--- config.mk ---
export PLATFORM = sky130hd
export DESIGN_NAME = snap_capture_ctrl
export DESIGN_NICKNAME = d
export VERILOG_FILES = /design/src/rtl/snap_ctrl_pkg.sv /design/src/rtl/snap_edge_det.sv /design/src/rtl/snap_capture_ctrl.sv
export SDC_FILE = /design/constraint.sdc
export NUM_CORES = 1
export LEC_CHECK = 0
export BUFFER_PORTS_ARGS = -buffer_cell sky130_fd_sc_hd__buf_2
export CAP_MARGIN = 20
export CORE_UTILIZATION = 57
export DETAILED_ROUTE_END_ITERATION = 8
export GPL_TIMING_DRIVEN = 0
export PLACE_DENSITY = 0.8
export SETUP_SLACK_MARGIN = 0.02
export SYNTH_ARGS = -nofsm -noshare
export SYNTH_HDL_FRONTEND = slang
export SYNTH_SLANG_ARGS = --single-unit
--- constraint.sdc ---
create_clock -name OPB_Clk -period 5.6 [get_ports OPB_Clk]
set_clock_uncertainty 0.1 [all_clocks]
set_input_delay 1.68 -clock OPB_Clk [delete_from_list [all_inputs] [get_ports OPB_Clk]]
set_output_delay 1.68 -clock OPB_Clk [all_outputs]
set_load 0.01 [all_outputs]
--- src/rtl/snap_ctrl_pkg.sv ---
// Shared types and constants for the snapshot capture controller.
package snap_ctrl_pkg;

    localparam int unsigned ADDR_W_DEF = 11;
    localparam int unsigned DEPTH      = 2 ** ADDR_W_DEF;
    localparam logic [31:0] CNT_MAX    = 32'hFFFF_FFFF;

    typedef enum logic [2:0] {
        ST_IDLE    = 3'd0,
        ST_ARMED   = 3'd1,
        ST_DELAY   = 3'd2,
        ST_CAPTURE = 3'd3,
        ST_DONE    = 3'd4
    } state_t;

    // Increment that sticks at all-ones instead of wrapping.
    function automatic logic [31:0] sat_inc(input logic [31:0] value);
        return (value == CNT_MAX) ? value : value + 32'd1;
    endfunction

endpackage

--- src/rtl/snap_edge_det.sv ---
// Registered rising-edge detector: one-cycle pulse in the cycle after the level rises.
module snap_edge_det (
    input  logic clk,
    input  logic rst,
    input  logic level,
    output logic pulse
);

    logic level_q;

    // History register plus registered pulse; both clear on reset.
    always_ff @(posedge clk or posedge rst) begin
        if (rst) begin
            level_q <= 1'b0;
            pulse   <= 1'b0;
        end else begin
            level_q <= level;
            pulse   <= level & ~level_q;
        end
    end

endmodule

--- src/rtl/snap_capture_ctrl.sv ---
// Snapshot capture sequencer: arm, trigger, skip offset, fill BRAM, report done.
//
// state   | meaning
// IDLE    | out of reset, waiting for the first arm
// ARMED   | waiting for an enabled trigger
// DELAY   | skipping 'offset' valid samples after the trigger
// CAPTURE | writing one BRAM word per valid sample
// DONE    | capture finished or stopped; holds until the next arm
module snap_capture_ctrl
    import snap_ctrl_pkg::*;
#(
    parameter int ADDR_W   = 11,
    parameter int OFFSET_W = 32
) (
    input  logic                OPB_Clk,
    input  logic                OPB_Rst,
    input  logic                ctrl_arm,
    input  logic                ctrl_stop,
    input  logic                trig_en,
    input  logic                trig_ext,
    input  logic                trig_sw,
    input  logic [OFFSET_W-1:0] offset,
    input  logic                data_valid,
    output logic                bram_we,
    output logic [ADDR_W-1:0]   bram_addr,
    output logic                status_busy,
    output logic                status_done,
    output logic [ADDR_W:0]     status_count,
    output logic [31:0]         tr_en_cnt
);

    localparam logic [ADDR_W-1:0]   LAST_ADDR = '1;
    localparam logic [ADDR_W:0]     COUNT_ONE = (ADDR_W + 1)'(1);
    localparam logic [OFFSET_W-1:0] DELAY_ONE = OFFSET_W'(1);

    state_t              state;
    state_t              state_nxt;
    logic [ADDR_W-1:0]   wr_addr;
    logic [OFFSET_W-1:0] delay_cnt;

    logic arm_pulse;
    logic stop_pulse;
    logic trig_edge;
    logic trig;
    logic busy_state;
    logic stop_hit;
    logic cap_write;

    snap_edge_det u_arm_edge (
        .clk   (OPB_Clk),
        .rst   (OPB_Rst),
        .level (ctrl_arm),
        .pulse (arm_pulse)
    );

    snap_edge_det u_stop_edge (
        .clk   (OPB_Clk),
        .rst   (OPB_Rst),
        .level (ctrl_stop),
        .pulse (stop_pulse)
    );

    // Either trigger source rising counts as one trigger event.
    snap_edge_det u_trig_edge (
        .clk   (OPB_Clk),
        .rst   (OPB_Rst),
        .level (trig_ext | trig_sw),
        .pulse (trig_edge)
    );

    assign trig       = trig_edge & trig_en;
    assign busy_state = (state == ST_ARMED) || (state == ST_DELAY) || (state == ST_CAPTURE);
    assign stop_hit   = stop_pulse && busy_state;
    // Arm and stop both pre-empt a sample landing in the same cycle.
    assign cap_write  = (state == ST_CAPTURE) && data_valid && !arm_pulse && !stop_hit;

    // State register.
    always_ff @(posedge OPB_Clk or posedge OPB_Rst) begin
        if (OPB_Rst) begin
            state <= ST_IDLE;
        end else begin
            state <= state_nxt;
        end
    end

    // Next-state decode; arm beats stop beats everything else.
    always_comb begin
        state_nxt = state;
        if (arm_pulse) begin
            state_nxt = ST_ARMED;
        end else if (stop_hit) begin
            state_nxt = ST_DONE;
        end else begin
            case (state)
                ST_ARMED: begin
                    if (trig) begin
                        state_nxt = (offset == '0) ? ST_CAPTURE : ST_DELAY;
                    end
                end
                ST_DELAY: begin
                    if (data_valid && (delay_cnt == DELAY_ONE)) begin
                        state_nxt = ST_CAPTURE;
                    end
                end
                ST_CAPTURE: begin
                    if (cap_write && (wr_addr == LAST_ADDR)) begin
                        state_nxt = ST_DONE;
                    end
                end
                default: state_nxt = state;
            endcase
        end
    end

    // Status flags decode straight from the state so async reset clears them at once.
    always_comb begin
        status_busy = busy_state;
        status_done = (state == ST_DONE);
    end

    // Write strobe, addressing, delay counter and trigger-enable counter.
    always_ff @(posedge OPB_Clk or posedge OPB_Rst) begin
        if (OPB_Rst) begin
            bram_we      <= 1'b0;
            bram_addr    <= '0;
            wr_addr      <= '0;
            status_count <= '0;
            delay_cnt    <= '0;
            tr_en_cnt    <= '0;
        end else begin
            bram_we <= cap_write;
            if (arm_pulse) begin
                wr_addr      <= '0;
                status_count <= '0;
                delay_cnt    <= '0;
                tr_en_cnt    <= '0;
            end else begin
                if (trig && (state != ST_IDLE)) begin
                    tr_en_cnt <= sat_inc(tr_en_cnt);
                end
                if (cap_write) begin
                    bram_addr    <= wr_addr;
                    status_count <= status_count + COUNT_ONE;
                    // Last address ends the capture, so the pointer never wraps.
                    if (wr_addr != LAST_ADDR) begin
                        wr_addr <= wr_addr + 1'b1;
                    end
                end
                if ((state == ST_ARMED) && trig && !stop_hit) begin
                    delay_cnt <= offset;
                end else if ((state == ST_DELAY) && data_valid && !stop_hit && (delay_cnt != '0)) begin
                    delay_cnt <= delay_cnt - DELAY_ONE;
                end
            end
        end
    end

endmodule

==> run_results.csv <==
group,metric,value,unit
status,status,"complete, no violations",
floorplanning,pin_count,98,
yosys,synth.avg_cell_area,9.55,sq um
routing,drt_wl_total,16700,um
power_and_ir_drop,p_leak,0.00303,uW
power_and_ir_drop,irDropWorstVdd,234,uV
yosys,synth_edf_count,0,
timing,setup_viol_count_final,0,
timing,min_period,3.51,ns
floorplanning,initial_core_util,0.589,
yosys,netlist_top_cells_area,"dfrtp_1 44%, a21oi_1 3.8%, nor4_1 3.4%, nor2_1 3.2%, nand2_1 3.0%",
finish,area_growth,14.4,%
floorplanning,coreArea,10400,sq um
yosys,synth-seq-area-share,0.443,
yosys,ys_ff_latch,108,
hold_path,hold_path.class,"register to register",
yosys,synth_nets,684,
setup_path,worst_ep_arrival_time,3.66,ns
power_and_ir_drop,p_int,1400,uW
global_routing,antenna_found_initial,0,
setup_path,max_stage_delay,0.48,ns
yosys,async_reset_ff_frac,1.00,
setup_path,crit_chain,"buf_2 > nand2_1 > nor3_1 > buf_2 > buf_1 > nor3_1 > a21oi_1 > o22ai_1",
power_and_ir_drop,swShare,0.393,
timing,slew_violations,0,
hold_path,hold_path_startpoint,"u_arm_edge.level_q",
finish,num-nets-final,793,
power_and_ir_drop,p_seq_frac,0.398,
power_and_ir_drop,clkPwrFrac,0.210,
routing,post-route-drc-count,0,
yosys,syn_area,6100,sq um
clocking,htree_levels,3,
finish,nFillCells,881,
timing,period_share,0.626,
setup_path,worstSetupEndpointType,"register",
hold_path,whs_path_depth,1,
routing,detail-route-antenna-nets,0,
timing,fin_ws,2.09,ns
yosys,synth-main-ff-cell,"dfrtp_1",
routing,drt_iter0_markers,529,
setup_path,cp_max_fo,10,
clocking,cts_buffers,9,
setup_path,path_class,"primary input to register",
timing,tightest_slew,0.767,ns
clocking,hold_buffers,0,
finish,final_cells,888,
yosys,yosysTopAreaCell,"dfrtp_1",
yosys,yosysUniqueCellTypes,66,
clocking,cts_resized,0,
place,dp_slack,1.77,ns
finish,drive_above_1_share,0.230,
floorplanning,die_area,11100,sq um
clocking,clk_pin_slew,0.11,ns
timing,rsz0062_at_grt,"false",
power_and_ir_drop,powerDensity,330,nW/um^2
clocking,cts_buffer_depth,2,
setup_path,reg2regPathDepth,7,
setup_path,crit_required,5.76,ns
setup_path,critPathLaunchType,"primary input",
yosys,synthDominantCellAreaShare,0.443,
flow_run,cap_violations,0,
timing,tns,0,ns
place,hpwl,11900,um
clocking,clock-sinks,108,
setup_path,worstReg2RegStart,"delay_cnt[1]",
clocking,cts_setup_buffers,0,
place,dp_cells,873,
power_and_ir_drop,pwr-share-comb,0.392,
yosys,synth_cells,639,
clocking,clockRootBuffer,"clkbuf_8",
routing,wl_per_cell,18.8,um
power_and_ir_drop,power_switching,903,uW
global_routing,overflow,0,
global_routing,grt_pass1_vias,5469,
floorplanning,die_x,105,um
timing,finalHoldViolations,0,
setup_path,timing.rr.end,"delay_cnt[28]",
floorplanning,chipHeight,105,um
hold_path,min_to,"u_arm_edge.pulse",
floorplanning,rows,37,
setup_path,crit_family,"buffers and inverters",
place,gp_congestion,0.909,
clocking,cts_tree,"yes",
global_routing,track_usage,0.313,
finish,num_antenna_cells,0,
routing,vias_per_cell,6.57,
place,portBuffers,97,
setup_path,crit_slowest_cell,"buf_1",
global_routing,grt_max_degree,66,
routing,via_count,5837,
global_routing,grt_pass1_wl,27500,um
timing,relSlewSlack,0.489,
setup_path,r2r_slack,2.47,ns
routing,drtPass1Iterations,7,
timing,max_freq,285,MHz
clocking,clk_latency,0.38,ns
setup_path,worst-path-buf-inv,3,
yosys,yosysWarnings,0,
-- cell type report --
| class | count | area (sq um) | share of cell area |
|---|---|---|---|
| inverter | 10 | 40.0 | 0.00574 |
| timing repair buffer | 98 | 513 | 0.0735 |
| sequential | 108 | 2700 | 0.387 |
| multi-input combinational | 482 | 3120 | 0.447 |
| clock buffer | 10 | 128 | 0.0183 |
| buffer | 39 | 246 | 0.0353 |
| tap | 136 | 170 | 0.0244 |
| clock inverter | 5 | 62.6 | 0.00896 |
-- placed cells by master (no fill, tap or decap), types with 16 or more instances in the layout --
| cell type | netlist | final |
|---|---|---|
| o21ai_0 | 17 | 17 |
| or3_1 | 23 | 23 |
| nor4_1 | 33 | 33 |
| a21oi_1 | 46 | 46 |
| or4_1 | 21 | 21 |
| xnor2_1 | 17 | 17 |
| nor2_1 | 52 | 52 |
| nand2_1 | 48 | 48 |
| nand3_1 | 25 | 25 |
| clkbuf_1 | 25 | 26 |
| dfrtp_1 | 108 | 108 |
| nor3_1 | 16 | 16 |
| nand4_1 | 18 | 18 |
| o31ai_1 | 17 | 17 |
| buf_2 | 2 | 99 |
-- kinds of logic after synthesis --
logic type                 after synthesis  share of synthesized area
DFF                                    108                      0.443
AOI/OAI and AO/OA                      145                      0.163
adders and majority gates                5                     0.0103
and+or+nand+nor                        296                      0.280
muxes                                   14                     0.0256
buffers and inverters                   49                     0.0465
xor gates and xnor gates                22                     0.0316
-- worst reg2reg max path, stage by stage (launching register included) --
cell and delay, ns:
dfrtp_1 0.45, inv_1 0.10, ha_1 0.16, nor3b_1 0.62
nand4_2 0.28, or4_1 0.60, or4_1 0.44, a32o_1 0.28
-- cell usage after synthesis, drive strengths merged, types with 2 or more instances --
cell type / instances
dfrtp: 108
nor2: 52
nand2: 48
a21oi: 46
nor4: 38
clkbuf: 30
o21ai: 30
or3: 29
or4: 27
nand3: 25
nand4: 20
o31ai: 18
xnor2: 17
nor3: 16
mux2: 13
inv: 10
buf: 9
o22ai: 9
a311oi: 8
and3: 8
and4: 8
nor3b: 7
o311ai: 6
ha: 5
or2: 5
xor2: 5
a32o: 4
and2: 4
nor2b: 4
o31a: 4
a22oi: 3
o211ai: 3
a211oi: 2
a31oi: 2
o41ai: 2
-- metal layers --
metal	vias up	track usage	share of wire
li1	2656	-	-
met1	2845	0.422	0.42
met2	295	0.492	0.47
met3	41	0.0686	0.079
met4	0	0.127	0.027
met5	-	0	0
-- power by group through the flow --
stage	sequential [uW]	combinational (uW)	clock (uW)
2_1_floorplan	910	671	0
3_3_place_gp	921	845	0
3_5_place_dp	925	876	0
4_1_cts	912	879	492
5_1_grt	924	973	515
6_report	915	902	483
-- how the worst max path moves through the flow --
stage	from	to	slack, ns	cells after the start
after floorplan	OPB_Rst	bram_addr[0]	0.97	1
after global placement	OPB_Rst	status_count[6]	-0.22	2
after detailed placement	trig_en	delay_cnt[10]	1.77	8
after CTS	trig_en	delay_cnt[10]	2.18	8
after global routing	trig_en	tr_en_cnt[27]	1.95	7
final	trig_en	delay_cnt[10]	2.09	8
-- through the flow --
step / hold WS, ns / total power (uW) / instance area (sq um) / util
final: 0.291 / 2300 / 6980 / 0.673
after global routing: 0.300 / 2410 / 6980 / 0.673
after CTS: 0.298 / 2280 / 6980 / 0.673
after detailed placement: 0.287 / 1800 / 6790 / 0.655
after global placement: 0.282 / 1770 / 6760 / 0.652
after floorplan: 0.278 / 1580 / 6100 / -
-- state kept, by name, summed over array words and instances (netlist names) --
register	count
delay_cnt	32
u_arm_edge.level_q	1
u_stop_edge.level_q	1
tr_en_cnt	32
status_count	12
state	3
u_arm_edge.pulse	1
bram_addr	11
wr_addr	11
u_trig_edge.pulse	1
bram_we	1
u_trig_edge.level_q	1
u_stop_edge.pulse	1
No activity file was read; power rests on OpenSTA's default activity.
